$ cat src/rtl/jpu_uart_pkg.sv
// jpu_uart_pkg: UART types and constants shared by the receiver and the transmitter.
// Optional macro JPU_UART_RX_PARITY_EN adds the PARITY state (8E1 framing).
package jpu_uart_pkg;

  localparam int unsigned UART_DATA_BITS        = 8;
  localparam int unsigned UART_CLKS_PER_BIT_DEF = 868;  // 100 MHz / 115200 baud

  typedef enum logic [2:0] {
    S_IDLE      = 3'd0,
    S_START     = 3'd1,
    S_DATA      = 3'd2,
`ifdef JPU_UART_RX_PARITY_EN
    S_PARITY    = 3'd3,
`endif
    S_STOP      = 3'd4,
    S_WAIT_HIGH = 3'd5
  } uart_rx_state_e;

  // Even parity: the bit that makes the total count of ones even.
  function automatic logic even_parity_bit(input logic [UART_DATA_BITS-1:0] data);
    return ^data;
  endfunction

endpackage

$ cat src/rtl/jpu_sync2.sv
// jpu_sync2: two-flop synchronizer for a single asynchronous bit, with a
// parameterized reset value so an idle-high line reads as idle out of reset.
module jpu_sync2 #(
  parameter logic RST_VAL = 1'b1
) (
  input  logic clk,
  input  logic rst,
  input  logic d_i,
  output logic q_o
);

  logic meta_q;
  logic sync_q;

  // Two-stage capture of the asynchronous input to settle metastability.
  always_ff @(posedge clk) begin
    if (rst) begin
      meta_q <= RST_VAL;
      sync_q <= RST_VAL;
    end else begin
      meta_q <= d_i;
      sync_q <= meta_q;
    end
  end

  assign q_o = sync_q;

endmodule

$ cat src/rtl/jpu_uart_rx.sv
// jpu_uart_rx: oversampled UART receiver (8N1) with a valid/ready byte output
// and one-cycle framing, overrun and parity error pulses.
// Optional macro JPU_UART_RX_PARITY_EN: an even-parity bit follows data bit 7.
module jpu_uart_rx
  import jpu_uart_pkg::*;
#(
  parameter int unsigned CLKS_PER_BIT = UART_CLKS_PER_BIT_DEF
) (
  input  logic                      clk,
  input  logic                      rst,
  input  logic                      uart_txd_in,
  output logic [UART_DATA_BITS-1:0] rx_data,
  output logic                      rx_valid,
  input  logic                      rx_ready,
  output logic                      rx_busy,
  output logic                      frame_err,
  output logic                      overrun_err,
  output logic                      parity_err
);

  localparam int unsigned      CNT_W    = $clog2(CLKS_PER_BIT);
  localparam logic [CNT_W-1:0] CNT_ZERO = CNT_W'(0);
  localparam logic [CNT_W-1:0] CNT_ONE  = CNT_W'(1);
  localparam logic [CNT_W-1:0] CNT_HALF = CNT_W'(CLKS_PER_BIT / 2 - 1);
  localparam logic [CNT_W-1:0] CNT_LAST = CNT_W'(CLKS_PER_BIT - 1);
  localparam logic [2:0]       BIT_LAST = 3'd7;

  logic line_s;

  uart_rx_state_e            state_q, state_d;
  logic [CNT_W-1:0]          cnt_q, cnt_d;
  logic [2:0]                bit_idx_q, bit_idx_d;
  logic [UART_DATA_BITS-1:0] shift_q, shift_d;
  logic                      deliver_s;
  logic                      frame_err_s;

  logic [UART_DATA_BITS-1:0] rx_data_q;
  logic                      rx_valid_q;
  logic                      rx_busy_q;
  logic                      frame_err_q;
  logic                      overrun_err_q;

`ifdef JPU_UART_RX_PARITY_EN
  logic parity_bit_q, parity_bit_d;
  logic parity_err_s;
  logic parity_err_q;
`endif

  jpu_sync2 #(
    .RST_VAL (1'b1)
  ) u_sync (
    .clk (clk),
    .rst (rst),
    .d_i (uart_txd_in),
    .q_o (line_s)
  );

  // Frame state, bit-period counter, bit index and shift register.
  always_ff @(posedge clk) begin
    if (rst) begin
      state_q   <= S_IDLE;
      cnt_q     <= CNT_ZERO;
      bit_idx_q <= 3'd0;
      shift_q   <= 8'h00;
`ifdef JPU_UART_RX_PARITY_EN
      parity_bit_q <= 1'b0;
`endif
    end else begin
      state_q   <= state_d;
      cnt_q     <= cnt_d;
      bit_idx_q <= bit_idx_d;
      shift_q   <= shift_d;
`ifdef JPU_UART_RX_PARITY_EN
      parity_bit_q <= parity_bit_d;
`endif
    end
  end

  // Next-state logic: every bit is sampled once, at the end of its counted
  // period; the start bit is re-checked at mid-bit to reject line glitches.
  always_comb begin
    state_d     = state_q;
    cnt_d       = cnt_q;
    bit_idx_d   = bit_idx_q;
    shift_d     = shift_q;
    deliver_s   = 1'b0;
    frame_err_s = 1'b0;
`ifdef JPU_UART_RX_PARITY_EN
    parity_bit_d = parity_bit_q;
    parity_err_s = 1'b0;
`endif
    case (state_q)
      S_IDLE: begin
        cnt_d     = CNT_ZERO;
        bit_idx_d = 3'd0;
        if (!line_s) begin
          state_d = S_START;
        end else begin
          state_d = S_IDLE;
        end
      end
      S_START: begin
        if (cnt_q == CNT_HALF) begin
          cnt_d = CNT_ZERO;
          if (!line_s) begin
            state_d = S_DATA;
          end else begin
            state_d = S_IDLE;
          end
        end else begin
          cnt_d = cnt_q + CNT_ONE;
        end
      end
      S_DATA: begin
        if (cnt_q == CNT_LAST) begin
          cnt_d     = CNT_ZERO;
          shift_d   = {line_s, shift_q[UART_DATA_BITS-1:1]};
          bit_idx_d = bit_idx_q + 3'd1;
          if (bit_idx_q == BIT_LAST) begin
`ifdef JPU_UART_RX_PARITY_EN
            state_d = S_PARITY;
`else
            state_d = S_STOP;
`endif
          end else begin
            state_d = S_DATA;
          end
        end else begin
          cnt_d = cnt_q + CNT_ONE;
        end
      end
`ifdef JPU_UART_RX_PARITY_EN
      S_PARITY: begin
        if (cnt_q == CNT_LAST) begin
          cnt_d        = CNT_ZERO;
          parity_bit_d = line_s;
          state_d      = S_STOP;
        end else begin
          cnt_d = cnt_q + CNT_ONE;
        end
      end
`endif
      S_STOP: begin
        if (cnt_q == CNT_LAST) begin
          cnt_d = CNT_ZERO;
`ifdef JPU_UART_RX_PARITY_EN
          parity_err_s = (parity_bit_q != even_parity_bit(shift_q));
`endif
          if (line_s) begin
            deliver_s = 1'b1;
            state_d   = S_IDLE;
          end else begin
            frame_err_s = 1'b1;
            state_d     = S_WAIT_HIGH;
          end
        end else begin
          cnt_d = cnt_q + CNT_ONE;
        end
      end
      S_WAIT_HIGH: begin
        // A held-low (break) line must not be mistaken for a new start bit.
        if (line_s) begin
          state_d = S_IDLE;
        end else begin
          state_d = S_WAIT_HIGH;
        end
      end
      default: begin
        state_d   = S_IDLE;
        cnt_d     = CNT_ZERO;
        bit_idx_d = 3'd0;
      end
    endcase
  end

  // Output holding register, handshake, busy flag and one-cycle error pulses.
  always_ff @(posedge clk) begin
    if (rst) begin
      rx_data_q     <= 8'h00;
      rx_valid_q    <= 1'b0;
      rx_busy_q     <= 1'b0;
      frame_err_q   <= 1'b0;
      overrun_err_q <= 1'b0;
    end else begin
      rx_busy_q     <= (state_d != S_IDLE);
      frame_err_q   <= frame_err_s;
      overrun_err_q <= deliver_s && rx_valid_q && !rx_ready;
      if (deliver_s && (!rx_valid_q || rx_ready)) begin
        // Slot empty, or being emptied this very cycle: take the new byte.
        rx_data_q  <= shift_q;
        rx_valid_q <= 1'b1;
      end else if (rx_valid_q && rx_ready) begin
        rx_valid_q <= 1'b0;
      end else begin
        rx_valid_q <= rx_valid_q;
      end
    end
  end

`ifdef JPU_UART_RX_PARITY_EN
  // Parity error pulse, aligned with the other error pulses.
  always_ff @(posedge clk) begin
    if (rst) begin
      parity_err_q <= 1'b0;
    end else begin
      parity_err_q <= parity_err_s;
    end
  end

  assign parity_err = parity_err_q;
`else
  assign parity_err = 1'b0;
`endif

  assign rx_data     = rx_data_q;
  assign rx_valid    = rx_valid_q;
  assign rx_busy     = rx_busy_q;
  assign frame_err   = frame_err_q;
  assign overrun_err = overrun_err_q;

endmodule
$ cat config.mk
export PLATFORM = sky130hd
export DESIGN_NAME = jpu_uart_rx
export DESIGN_NICKNAME = d
export VERILOG_FILES = /design/src/rtl/jpu_uart_pkg.sv /design/src/rtl/jpu_sync2.sv /design/src/rtl/jpu_uart_rx.sv
export SDC_FILE = /design/constraint.sdc
export NUM_CORES = 1
export LEC_CHECK = 0
export ABC_CLOCK_PERIOD_IN_PS = 2500
export CAP_MARGIN = 15
export CELL_PAD_IN_SITES_DETAIL_PLACEMENT = 0
export CELL_PAD_IN_SITES_GLOBAL_PLACEMENT = 1
export CORE_ASPECT_RATIO = 0.75
export CORE_MARGIN = 4
export CORE_UTILIZATION = 42
export CTS_CLUSTER_DIAMETER = 100
export DETAILED_ROUTE_END_ITERATION = 6
export GPL_ROUTABILITY_DRIVEN = 0
export GPL_TIMING_DRIVEN = 0
export HOLD_SLACK_MARGIN = 0.05
export PLACE_DENSITY_LB_ADDON = 0.1
export SKIP_LAST_GASP = 1
export SYNTH_ARGS = -nofsm -noshare
export SYNTH_HDL_FRONTEND = slang
export SYNTH_SLANG_ARGS = --single-unit
$ cat constraint.sdc
create_clock -name clk -period 2.5 [get_ports clk]
set_clock_uncertainty 0.2 [all_clocks]
set_input_delay 0.5 -clock clk [delete_from_list [all_inputs] [get_ports clk]]
set_output_delay 0.5 -clock clk [all_outputs]
set_load 0.01 [all_outputs]
# Word-level counts from Yosys, hierarchy flattened
# Cells that the tools add are included.
dict set report totals {
  in_bits 4
  reg_bits 38
  out_inout_bits 13
  word_cells 58
}
dict set report classes {
  addsub 2
  n_mux 19
  reduce_logical 15
  n_eq_ne 8
  bitwise 3
}
# operator count
set ops {}
lappend ops {{one-hot mux 10 bit (3 select lines)} 1}
lappend ops {{2-to-1 mux 10 bit} 2}
lappend ops {{2-to-1 mux 3 bit} 6}
lappend ops {{one-hot mux 3 bit (5 select lines)} 1}
lappend ops {{adder 10 x 1 -> 10 bit, second input constant} 1}
lappend ops {{equality test 10 bit, second input constant} 1}
lappend ops {{equality test 10 x 9 -> 1 bit, second input constant} 1}
lappend ops {{equality test 3 bit, second input constant} 3}
lappend ops {{2-to-1 mux 1 bit} 7}
lappend ops {{one-hot mux 3 bit (2 select lines)} 1}
lappend ops {{OR reduction 3 bit} 2}
lappend ops {{logical AND 1 bit} 4}
lappend ops {{AND reduction 2 bit} 2}
lappend ops {{adder 3 x 1 -> 3 bit, second input constant} 1}
lappend ops {{equality test 3 x 1 -> 1 bit, second input constant} 1}
lappend ops {{equality test 3 x 2 -> 1 bit, second input constant} 1}
lappend ops {{zero test 3 bit} 1}
lappend ops {{inverter 1 bit} 3}
lappend ops {{nonzero test 3 bit} 1}
lappend ops {{zero test 1 bit} 2}
lappend ops {{2-to-1 mux 2 bit} 1}
lappend ops {{inequality test 2 bit, second input constant} 1}
lappend ops {{nonzero test 2 bit} 1}
lappend ops {{OR reduction 2 bit} 1}
lappend ops {{logical OR 1 bit} 1}

# Depth between registers and ports, before layout
# Gate-level depths: netlist (run 1).
dict set report depth {
  word_depth 5
  mapped_depth 8
}

# Cells and area by module
# From an unflattened synthesis (run 1), not the netlist that was laid out.
dict set report hier_totals {
  hier_cells 197
  hier_area_um2 1716.6
}
# mod n_inst cells_per_inst area_per_inst_um2
set modules_own_cells {}
lappend modules_own_cells {jpu_uart_rx 1 193 1664.1}
lappend modules_own_cells {jpu_sync2 1 4 52.6}

# Worst setup path after synthesis (run 1)
# Ideal clock, no wire load.
dict set report synth_timing {
  path_kind {register to register}
  start {register cnt_q[0]}
  end {register cnt_q[7]}
  stages_incl_launch_ff 8
  required_time_ps 2183
  synth_period_minus_slack_ps 1924
  setup_time_ps 117
  setup_slack_ps 576
  arrival_ps 1608
  path_cell_list {dfxtp_1 -> ha_1 -> nand4b_1 -> or4_4 -> a2bb2oi_4 -> buf_6 -> o31ai_2 -> a22o_1}
}
dict set report synth_between {
  elab_chain_len 3
}
# item line
set synth_rtl {}
lappend synth_rtl {{from (decl)} jpu_uart_rx.sv:31} ;# logic [CNT_W-1:0] cnt_q, cnt_d;
lappend synth_rtl {{from (signal assigned)} jpu_uart_rx.sv:70} ;# cnt_q <= cnt_d;
lappend synth_rtl {{adder 10 x 1 -> 10 bit, or another cell as far along} {jpu_uart_rx.sv:111, jpu_uart_rx.sv:129, jpu_uart_rx.sv:157}}
lappend synth_rtl {{2-to-1 mux 10 bit, on equally long branches} {jpu_uart_rx.sv:115, jpu_uart_rx.sv:144, jpu_uart_rx.sv:103}}
lappend synth_rtl {{one-hot mux 10 bit (3 select lines) *} jpu_uart_rx.sv:92} ;# case (state_q)
# Every way passes the cells marked *; elsewhere a longest branch is shown, timed or not.
# A chain may end at the register's enable or synchronous reset.

# Worst setup path in the final report (run 1)
dict set report layout_timing {
  start {register cnt_q[0]}
  end {register rx_data_q[4] (netlist: rx_data[4])}
}
dict set report layout_between {
  elab_chain_len 4
}
# item line
set layout_rtl {}
lappend layout_rtl {{equality test 10 bit} jpu_uart_rx.sv:144} ;# if (cnt_q == CNT_LAST) begin
lappend layout_rtl {{2-to-1 mux 1 bit} jpu_uart_rx.sv:144}
lappend layout_rtl {{2-to-1 mux 1 bit} jpu_uart_rx.sv:92}
lappend layout_rtl {{logical AND 1 bit} jpu_uart_rx.sv:188} ;# if (deliver_s && (!rx_valid_q || rx_ready)) begin
lappend layout_rtl {{to (signal assigned)} jpu_uart_rx.sv:190} ;# rx_data_q <= shift_q;
lappend layout_rtl {{to (decl)} jpu_uart_rx.sv:37} ;# logic [UART_DATA_BITS-1:0] rx_data_q;
# No other way between the ends.

==> results_dict.tcl, run 1 <==
set metrics [dict create \
    place_ws_ns 0.363 \
    grt_max_degree 13 \
    fp.dieW_um 81.4 \
    holdPathStages 1 \
    clk_pin_slew_ns 0.07 \
    initial_core_util_pct 44.9 \
    p_leak_uw 0.000849 \
    clockRootBuffer "clkbuf_8" \
    synth.avg_cell_area_um2 9.08 \
    antenna_found_initial 0 \
    vias 1379 \
    antenna_cells 0 \
    ir_worst_vdd_mv 0.384 \
    hpwl_um 2400 \
    grt_usage_pct 14.8 \
    num-nets-final 216 \
    yosys_warnings 0 \
    final-hold-violation-count 0 \
    synthToLayoutAreaGrowth_pct 18.5 \
    synth_seq_cells 38 \
    synth_cells 187 \
    final_common_cell "dfxtp_1" \
    grt_pass1_vias 1306 \
    wl_per_cell_um 12.9 \
    relSlewSlack_pct 66.0 \
    worstMarginPinSlew_ns 0.509 \
    final_cell_mix "dfxtp_1, nor2_1, nand2_1" \
    min_to "u_sync.q_o$_SDFF_PP1_" \
    ant_nets 0 \
    cp-end-kind "flip-flop" \
    portBuffers 14 \
    r2r_cells 7 \
    setup-tns-final_ns 0 \
    cts_tree "done" \
    wl_um 3380 \
    ys_dominant_reg_cell "dfxtp_1" \
    cts-resized-gates 0 \
    hold_class "flip-flop to flip-flop" \
    worst-endpoint-arrival_ns 2.11 \
    outcome "finished, final reports clean" \
    synthArstFlopShare_pct 0 \
    fp.coreArea_um2 3780 \
    crit_path_max_fanout 9 \
    insertion_delay_ns 0.28 \
    cp.required_ns 2.45 \
    ff2ff_setup_slack_ns 0.34 \
    period_share_pct 86.3 \
    dr.first_iter.drc_count 53 \
    fill_cells 348 \
    power_density_nw_per_um2 573 \
    critical_path_class "flip-flop to flip-flop" \
    first_pass_iters 4 \
    synth_edf_count 0 \
    slew_violations 0 \
    period_needed_ns 2.16 \
    drv_cap 0 \
    hold_start "u_sync.meta_q$_SDFF_PP1_" \
    start_kind "flip-flop" \
    cts_hold_buf 0 \
    cts_setup_buffers 0 \
    drc 0 \
    htreeDepth 2 \
    die-area_um2 5130 \
    cts_sinks 38 \
    clock_path_buffers 2 \
    rsz0062_at_grt "no" \
    fmax_mhz 463 \
    via_per_inst 5.28 \
    cts_made_buffers 5 \
    ys_seq_area_share_pct 44.8 \
    rr_endpoint "rx_data[4]$_SDFFE_PP0P_" \
    r2r-start "cnt_q[0]$_SDFFE_PP0P_" \
    grt_pass1_wl_um 5910 \
    io_pins 17 \
    row_count 19 \
    dieHeight_um 63.1 \
    setup_violations 0 \
    grt-ovfl-total 0 \
    setup_slack_ns 0.342 \
    ys_types 41 \
    synthesis.area_um2 1700 \
    drive_gt1_share_pct 11.5 \
    synthesis.nets 195 \
]
[cells in the mapped netlist, types with 2 or more instances]
cell type / n / area share [%]
a21oi_1: 11 / 3.2
a22o_1: 7 / 3.6
a22oi_1: 2 / 0.88
and3_1: 3 / 1.1
and3_2: 2 / 0.88
buf_2: 3 / 0.88
buf_6: 2 / 1.3
clkbuf_1: 4 / 0.88
dfxtp_1: 38 / 45
ha_1: 4 / 2.9
inv_1: 3 / 0.66
mux2i_1: 10 / 5.9
nand2_1: 20 / 4.4
nand2b_1: 4 / 1.5
nand3_1: 6 / 1.8
nand3b_1: 3 / 1.3
nor2_1: 25 / 5.5
nor2b_1: 5 / 1.8
nor3_1: 3 / 0.88
o21ai_0: 3 / 0.88
o31ai_1: 6 / 2.7
or2_2: 4 / 1.5
[cell families after synthesis]
kind of cell	Yosys count	synth area share [%]
and+or+nand+nor	83	25.1
adders and majority gates	4	2.95
other	1	0.221
AOI/OAI and AO/OA	36	15.8
DFF	38	44.8
muxes	10	5.90
buffers and inverters	13	4.20
xor gates and xnor gates	2	1.03
[layout make-up]
type / instances / area (um^2) / area share (%)
Buffer: 10 / 60.1 / 2.99
Tap cell: 52 / 65.1 / 3.23
Multi-Input combinational cell: 136 / 866 / 43.0
Sequential cell: 38 / 761 / 37.8
Clock inverter: 3 / 40.0 / 1.99
Clock buffer: 5 / 68.8 / 3.42
Inverter: 3 / 11.3 / 0.560
Timing Repair Buffer: 14 / 140 / 6.97
[metrics by stage]
stage | hold WS (ns) | cells | power (uW) | util, % | area [um^2]
global placement | 0.204 | 253 | 669 | 50.3 | 1900
detailed placement | 0.215 | 253 | 670 | 50.3 | 1900
CTS | 0.233 | 261 | 1170 | 53.2 | 2010
global route | 0.247 | 261 | 1200 | 53.2 | 2010
finish | 0.228 | 261 | 1150 | 53.2 | 2010
floorplan | 0.189 | 187 | 656 | - | 1700
[per-layer routing]
layer	share of wire [%]	global-route usage [%]	vias up
met1	53	20.4	652
met3	5.0	4.70	4
li1	-	-	697
met2	41	21.4	26
met4	0.95	5.06	0
met5	0	0	-
[worst max-delay path by stage]
| stage | from | endpoint | cells after the start |
|---|---|---|---|
| 2_1_floorplan | cnt_q[0]$_SDFFE_PP0P_ | cnt_q[7]$_SDFFE_PP0P_ | 7 |
| 4_1_cts | cnt_q[0]$_SDFFE_PP0P_ | rx_data[4]$_SDFFE_PP0P_ | 7 |
| 3_3_place_gp | cnt_q[0]$_SDFFE_PP0P_ | cnt_q[3]$_SDFFE_PP0P_ | 7 |
| 3_5_place_dp | cnt_q[0]$_SDFFE_PP0P_ | rx_data[4]$_SDFFE_PP0P_ | 7 |
| 5_1_grt | cnt_q[0]$_SDFFE_PP0P_ | rx_data[0]$_SDFFE_PP0P_ | 7 |
| 6_report | cnt_q[0]$_SDFFE_PP0P_ | rx_data[4]$_SDFFE_PP0P_ | 7 |
[power by group]
group	switching [uW]	internal, uW
registers	4.08	609
clock network	205	293
logic	24.9	17.8
[sequential cells by signal, summed over array words and instances, names as in the netlist]
name,count
bit_idx_q,3
state_q,3
cnt_q,10
rx_valid,1
u_sync.meta_q,1
u_sync.q_o,1
frame_err,1
rx_data,8
overrun_err,1
shift_q,8
rx_busy,1
[worst max-delay path, stage by stage, from the launching register on]
cell and delay [ns]:
dfxtp_1 0.41, ha_1 0.21, nor2b_1 0.17, and3b_1 0.19, buf_6 0.14, nand4_2 0.36
mux2i_1 0.28, nor2_1 0.06
(Power assumes the default switching activity.)
==> inputs of run 2 (changes only) <==
Settings changed: CORE_MARGIN 4 to not set.
==> run 2 against run 1 <==
Against the previous run: total power up 11%; hold slack worse by 0.0045 ns; routed wire length down 0.92%; setup slack worse by 0.024 ns; final area up 1.4%; count of clock-buffer cells in the layout unchanged; cell count unchanged; sequential power about the same; highest routed layer unchanged.
==> results_dict.tcl, run 2 (synthesized netlist as in run 1, its figures left out) <==
set metrics [dict create \
    antenna_cells 0 \
    power_density_nw_per_um2 625 \
    outcome "finished, final reports clean" \
    largest_reg_flops 10 \
    portBuffers 14 \
    crit_family "simple AND/OR/NAND/NOR gates" \
    r2r_cells 7 \
    final-hold-violation-count 0 \
    period_needed_ns 2.18 \
    grt-busiest-layer "met1" \
    die-area_um2 4300 \
    cts-resized-gates 0 \
    ir_worst_vdd_mv 0.473 \
    cts_setup_buffers 0 \
    fmax_mhz 458 \
    p_leak_uw 0.000859 \
    grt_max_degree 14 \
    grt_use_met1_pct 25.5 \
    clock_path_buffers 2 \
    htreeDepth 2 \
    worst-endpoint-arrival_ns 2.15 \
    setup_violations 0 \
    ff2ff_setup_slack_ns 0.32 \
    dieHeight_um 57.1 \
    drv_cap 0 \
    vias 1363 \
    cp.required_ns 2.47 \
    grt_usage_pct 17.5 \
    rr_endpoint "rx_data[7]$_SDFFE_PP0P_" \
    io_pins 17 \
    cts_made_buffers 5 \
    hold_class "flip-flop to flip-flop" \
    wl_per_cell_um 12.8 \
    slew_violations 0 \
    start_kind "flip-flop" \
    top_register "cnt_q" \
    holdWs_ns 0.224 \
    path_cells "ha_1 > nor2b_1 > and3b_1 > buf_6 > nand4_2 > mux2i_1 > nor2_1" \
    grt_use_met2_pct 24.2 \
    cp.buffers_inverters 1 \
    clk_pin_slew_ns 0.08 \
    grt_use_met3_pct 5.30 \
    fp.dieW_um 75.4 \
    row_count 19 \
    period_share_pct 87.3 \
    cts_tree "done" \
    cts_sinks 38 \
    hpwl_um 2400 \
    grt-ovfl-total 0 \
    max_stage_delay_ns 0.42 \
    cp-end-kind "flip-flop" \
    total_power_uw 1280 \
    antenna_found_initial 0 \
    clockRootBuffer "clkbuf_8" \
    crit_path_max_fanout 9 \
    critical_path_class "flip-flop to flip-flop" \
    ant_nets 0 \
    cts_hold_buf 0 \
    drive_gt1_share_pct 11.5 \
    synthToLayoutAreaGrowth_pct 20.2 \
    grt_pass1_vias 1214 \
    hold_start "u_sync.meta_q$_SDFF_PP1_" \
    num-nets-final 216 \
    r2r-start "cnt_q[0]$_SDFFE_PP0P_" \
    setup-tns-final_ns 0 \
    drc 0 \
    cp.depth 7 \
    min_to "u_sync.q_o$_SDFF_PP1_" \
    crit_slowest_cell "dfxtp_1" \
    insertion_delay_ns 0.29 \
    final_common_cell "dfxtp_1" \
    grt_pass1_wl_um 5680 \
    critical_path.startpoint "cnt_q[0]$_SDFFE_PP0P_" \
    wl_um 3350 \
    fp.coreArea_um2 3760 \
    initial_core_util_pct 45.2 \
    first_pass_iters 4 \
    final_cell_mix "dfxtp_1, nor2_1, nand2_1" \
    rsz0062_at_grt "no" \
    via_per_inst 5.22 \
    dr.first_iter.drc_count 75 \
    holdPathStages 1 \
]
==> run 2: changes by cell type in the layout (fill, tap and decap cells not counted), sizes merged <==
cell | previous run | this run
clkinv | 2 | 1
bufinv | 1 | 2
==> run 2: final cells by class <==
| type | instances | area [um^2] |
|---|---|---|
| timing repair buffer | 14 | 140 |
| clock inverter | 3 | 68.8 |
| sequential | 38 | 761 |
| inverter | 3 | 11.3 |
| clock buffer | 5 | 68.8 |
| multi-input combinational | 136 | 866 |
| tap | 52 | 65.1 |
| fill | 359 | 1720 |
| buffer | 10 | 60.1 |
==> run 2: how the worst max path moves through the flow <==
stage | to | slack, ns
2_1_floorplan | cnt_q[7]$_SDFFE_PP0P_ | 0.58
3_3_place_gp | rx_data[6]$_SDFFE_PP0P_ | 0.42
3_5_place_dp | rx_data[6]$_SDFFE_PP0P_ | 0.33
4_1_cts | rx_data[6]$_SDFFE_PP0P_ | 0.31
5_1_grt | rx_data[6]$_SDFFE_PP0P_ | 0.15
6_report | rx_data[7]$_SDFFE_PP0P_ | 0.32
==> run 2: worst register-to-register path: stages, from the launching register on <==
cell,delay [ns]
dfxtp_1,0.42
ha_1,0.21
nor2b_1,0.20
and3b_1,0.20
buf_6,0.15
nand4_2,0.35
mux2i_1,0.28
nor2_1,0.05
==> run 2: through the flow <==
stage	area (um^2)	worst slack [ns]	utilization, %	std cells
floorplan	1700	0.576	-	187
global placement	1900	0.417	50.7	253
detailed placement	1900	0.327	50.7	253
CTS	2040	0.310	54.3	261
global route	2040	0.152	54.3	261
finish	2040	0.318	54.3	261
==> run 2: per-layer routing <==
metal  vias to the layer above  routed length [um]
met5                         -                   0
met4                         0                  34
met3                         4                 148
met2                        25                1380
met1                       639                1790
li1                        695                   -
==> run 2: report_power, final <==
group          leakage [uW]  internal, uW  total (uW)  switching [uW]
clock             0.0000683           400         620             221
combinational      0.000484          17.8        42.4            24.6
sequential         0.000307           608         613            4.19
total              0.000859          1030        1280             249
==> inputs of run 3 (changes only) <==
--- a/constraint.sdc
+++ b/constraint.sdc
@@ -4,2 +4,2 @@
 set_output_delay 0.5 -clock clk [all_outputs]
-set_load 0.01 [all_outputs]
+set_load 0.005 [all_outputs]
==> results of run 3 <==
Same layout as run 2 (identical final DEF). Status: finished, final reports clean.
Among the figures that moved: total power 1280 uW -> 1270 uW
